<file path="src/rtl/alu_arbiter.sv">
// Round-robin share of one combinational ALU between two requesters; result registered, 1-cycle latency.
// No response backpressure: ready depends only on the request valids and the last grant.
module alu_arbiter #(
   parameter int XLEN = 64,
   parameter int OPW  = 4
) (
   input  logic            clk,
   input  logic            rst_n,
   input  logic            req0_valid,
   output logic            req0_ready,
   input  logic [OPW-1:0]  req0_op,
   input  logic [XLEN-1:0] req0_a,
   input  logic [XLEN-1:0] req0_b,
   input  logic            req1_valid,
   output logic            req1_ready,
   input  logic [OPW-1:0]  req1_op,
   input  logic [XLEN-1:0] req1_a,
   input  logic [XLEN-1:0] req1_b,
   output logic            rsp0_valid,
   output logic            rsp1_valid,
   output logic [XLEN-1:0] rsp_data,
   output logic [OPW-1:0]  alu_op,
   output logic [XLEN-1:0] alu_a,
   output logic [XLEN-1:0] alu_b,
   input  logic [XLEN-1:0] alu_out
);

   typedef struct packed {
      logic [OPW-1:0]  op;
      logic [XLEN-1:0] a;
      logic [XLEN-1:0] b;
   } alu_req_t;

   logic     last_grant;
   logic     grant0;
   logic     grant1;
   alu_req_t alu_req;

   // last_grant == 1 means requester 0 wins the next tie
   always_comb begin
      grant0 = req0_valid & (~req1_valid | last_grant);
      grant1 = req1_valid & (~req0_valid | ~last_grant);
   end

   assign req0_ready = grant0;
   assign req1_ready = grant1;

   // Zero operands when idle so the ALU output is deterministic
   always_comb begin
      alu_req = '0;
      if (grant0) begin
         alu_req.op = req0_op;
         alu_req.a  = req0_a;
         alu_req.b  = req0_b;
      end else if (grant1) begin
         alu_req.op = req1_op;
         alu_req.a  = req1_a;
         alu_req.b  = req1_b;
      end
   end

   assign alu_op = alu_req.op;
   assign alu_a  = alu_req.a;
   assign alu_b  = alu_req.b;

   always_ff @(posedge clk or negedge rst_n) begin
      if (!rst_n) begin
         rsp0_valid <= 1'b0;
         rsp1_valid <= 1'b0;
         rsp_data   <= '0;
         last_grant <= 1'b1;
      end else begin
         rsp0_valid <= grant0;
         rsp1_valid <= grant1;
         if (grant0 | grant1) begin
            rsp_data   <= alu_out;
            last_grant <= grant1;
         end
      end
   end

endmodule

</file>
<file path="config.mk">
export PLATFORM = sky130hd
export DESIGN_NAME = alu_arbiter
export DESIGN_NICKNAME = d
export VERILOG_FILES = /design/src/rtl/alu_arbiter.sv
export SDC_FILE = /design/constraint.sdc
export NUM_CORES = 1
export LEC_CHECK = 0
export CORE_AREA = 5 5 201 203
export CTS_CLUSTER_SIZE = 28
export DETAILED_ROUTE_END_ITERATION = 16
export DIE_AREA = 0 0 206 208
export HOLD_SLACK_MARGIN = 0.12
export PLACE_DENSITY = 0.45
export SYNTH_ARGS = -nofsm -noshare
export SYNTH_HDL_FRONTEND = slang
export SYNTH_SLANG_ARGS = --single-unit
</file>
<file path="constraint.sdc">
create_clock -name clk -period 2.57 [get_ports clk]
set_input_delay 0.257 -clock clk [delete_from_list [all_inputs] [get_ports clk]]
set_output_delay 0.257 -clock clk [all_outputs]
set_load 0.005 [all_outputs]
</file>
==> summary.md <==
| Metric | Value |
|---|---|
| Die H | `208 microns` |
| DRT iter0 DRCs | `288` |
| Worst Setup End Kind | `output port` |
| Worst EP arrival | `2240 ps` |
| Routability congestion estimate from global placement | `0.903` |
| Max clock buf depth | `2` |
| Final period utilization | `97.0%` |
| Startpoint Class | `flip-flop` |
| Max-slew violations | `0` |
| Slew HR | `48.7%` |
| Congestion Overflow GR | `0` |
| Status | `finished clean` |
| Top Ports | `532` |
| Final hold violations | `0` |
| Vias | `5350` |
| Hold Path Class | `in -> reg` |
| Clk slew on worst S/H paths | `60 ps` |
| Wire per inst | `22.3 microns` |
| Min Tclk post-route | `2490 ps` |
| DP Cell Count | `1340` |
| CTS tree | `built` |
| FF+latch area | `1680 sq um` |
| Post-DP HPWL | `25100 microns` |
| Post_cts resized | `0` |
| Yosys warning total | `0` |
| H-tree levels | `3` |
| ANT nets after route | `0` |
| WL final | `30300 microns` |
| Nets@finish | `1166` |
| Die area | `42800 sq um` |
| Cell area after synthesis | `3990 sq um` |
| TritonCTS Buffers | `9` |
| Initial antenna violation count | `5` |
| Die span in x | `206 microns` |
| Fin Setup TNS | `0 ps` |
| Clock insertion delay at the later pin of the skew report | `330 ps` |
| Sequential power share | `27.9%` |
| Area of the core | `38300 sq um` |
| Area occupied by multi-input gates | `2100 sq um` |
| Port Buffers | `531` |
| Sink Count | `67` |
| Comb power frac | `43.3%` |
| Vias per cell | `3.93` |
| # fillers | `4026` |
| Power Dens Cells | `413 nW/um^2` |
| Proportion of layout cells with a drive suffix above 1 | `12.3%` |
| Layout area overhead | `159%` |
| Top cells by area, synth | `dfrtp_1, a32o_1, mux2_2` |
| Leak | `3.69 nW` |
| Final setup fails | `0` |
| Sw Ratio | `26.6%` |
| Placement Setup Slack | `177 ps` |
| WS Path Type | `reg -> out` |
| Maximum VDD drop | `0.000242 V` |
| GRT Total Usage | `13.2%` |
| Max Clk Rate | `401 MHz` |
| Clk_skew | `2.84 ps` |
| Synthesized instance count | `319` |
| First-pass GRT wire length | `41700 microns` |
| RSZ-0062 raised after global routing | `no` |
| Syn_nets | `651` |
| Clk pwr share | `28.8%` |
| Maximum fanout along the worst path | `50` |
| Area leader, netlist | `dfrtp_1` |
| Largest net degree at the start of global routing | `97` |
| Drt drc | `0` |
| Pre-antenna DRT Iters | `5` |
| Worst-Margin Slew | `770 ps` |
| Post-synth top area share | `41.4%` |
| Final non-filler cell total | `1361` |
| Yosys cell types | `15` |
| Switching power | `1.13 mW` |
| P_int | `3.13 mW` |
| Register area share after synthesis | `42.1%` |
| Syn avg cell area | `12.5 sq um` |
| Max-cap violations | `0` |
| Worst EP required | `2310 ps` |
| Final critical-path setup slack | `76.6 ps` |
| Vias in the first global route | `5817` |
| Initial Utilization | `10.4%` |
| CTS root buf | `clkbuf_16` |
| Flops & latches, synth | `67` |
| Post-CTS Setup Bufs | `0` |
| Cell Rows | `72` |
[logic make-up after synthesis]
kind of cell / Yosys count / share of synthesized area [%]
AOI/OAI and AO/OA: 134 / 33.6
buffers and inverters: 50 / 5.56
DFF: 67 / 42.1
muxes: 64 / 18.1
and+or+nand+nor: 4 / 0.691
[synth_stat cells]
cell type,n
nor2_4,1
and2_1,1
a32o_1,132
buf_1,2
nor2_1,1
a21boi_2,1
mux2_1,5
clkbuf_1,23
nand2b_1,1
dfstp_2,1
dfrtp_1,66
buf_2,24
buf_4,1
mux2_2,59
a21oi_1,1
[worst max-delay path, cell delays in order, from the launching register on]
cell	delay, ps
dfstp_2	580
nand2b_4	200
buf_12	250
a32o_1	290
clkdlybuf4s50_1	530
[power by group through the flow]
stage	clock, mW	sequential (mW)	combinational, mW
after detailed placement	0	1.21	1.86
after floorplan	0	1.22	0.492
after CTS	1.29	1.19	1.87
after global placement	0	1.21	1.88
final	1.23	1.19	1.84
after global routing	1.32	1.20	1.96
[sequential cells by signal (all words and copies together) (netlist names)]
name and flops:
rsp1_valid 1, rsp0_valid 1, last_grant 1, rsp_data 64
[what timing repair did]
action | CTS | global route
hold buffers | 1 | 0
endpoints found under the hold margin | 29 | 0
setup endpoints to repair | 0 | 0
[cell type report]
cell class	count	area share, %
clock inverters	6	0.642
diodes	5	0.121
clock buffers	9	2.18
well taps	518	6.28
repair buffers	554	54.2
multi-input cells	202	20.3
flip-flops and latches	67	16.3
[routing by layer]
layer	wire [microns]	share of wire [%]	up-vias	global-route usage (%)
li1	-	-	2421	-
met1	11500	38	2577	15.4
met2	15100	50	331	23.0
met3	3210	11	21	5.22
met4	454	1.5	0	2.59
met5	0	0	-	0
[layout by cell type (no fill, tap or decap), drive strengths merged]
master	instances
clkbuf	9
inv	1
a21oi	1
clkinv	4
and2	1
clkdlybuf4s50	528
dfrtp	66
bufinv	1
dlygate4sd3	1
nand2b	1
nor2	2
dfstp	1
a21boi	1
a32o	132
diode	5
buf	25
mux2	64
[final timing paths]
kind                              start            to  slack (ps)  cells after the start
setup / recovery             last_grant     alu_a[34]          80                      4
hold / removal               req0_valid    last_grant         420                      3
setup reg to reg             last_grant    rsp0_valid        1250                      3
hold reg to reg            rsp_data[29]  rsp_data[29]         490                      1
max in group asynchronous         rst_n  rsp_data[58]        1230                      3
min in group asynchronous         rst_n   rsp_data[7]         520                      2
[through the flow]
stage	power (mW)	cell area, sq um	hold WS [ps]	util [%]
2_1_floorplan	1.71	3990	-38.6	-
3_3_place_gp	3.08	10000	392	26.1
3_5_place_dp	3.07	10000	385	26.1
4_1_cts	4.35	10300	418	26.9
5_1_grt	4.49	10300	453	27.0
6_report	4.26	10300	425	27.0
No activity file was read; power rests on OpenSTA's default activity.
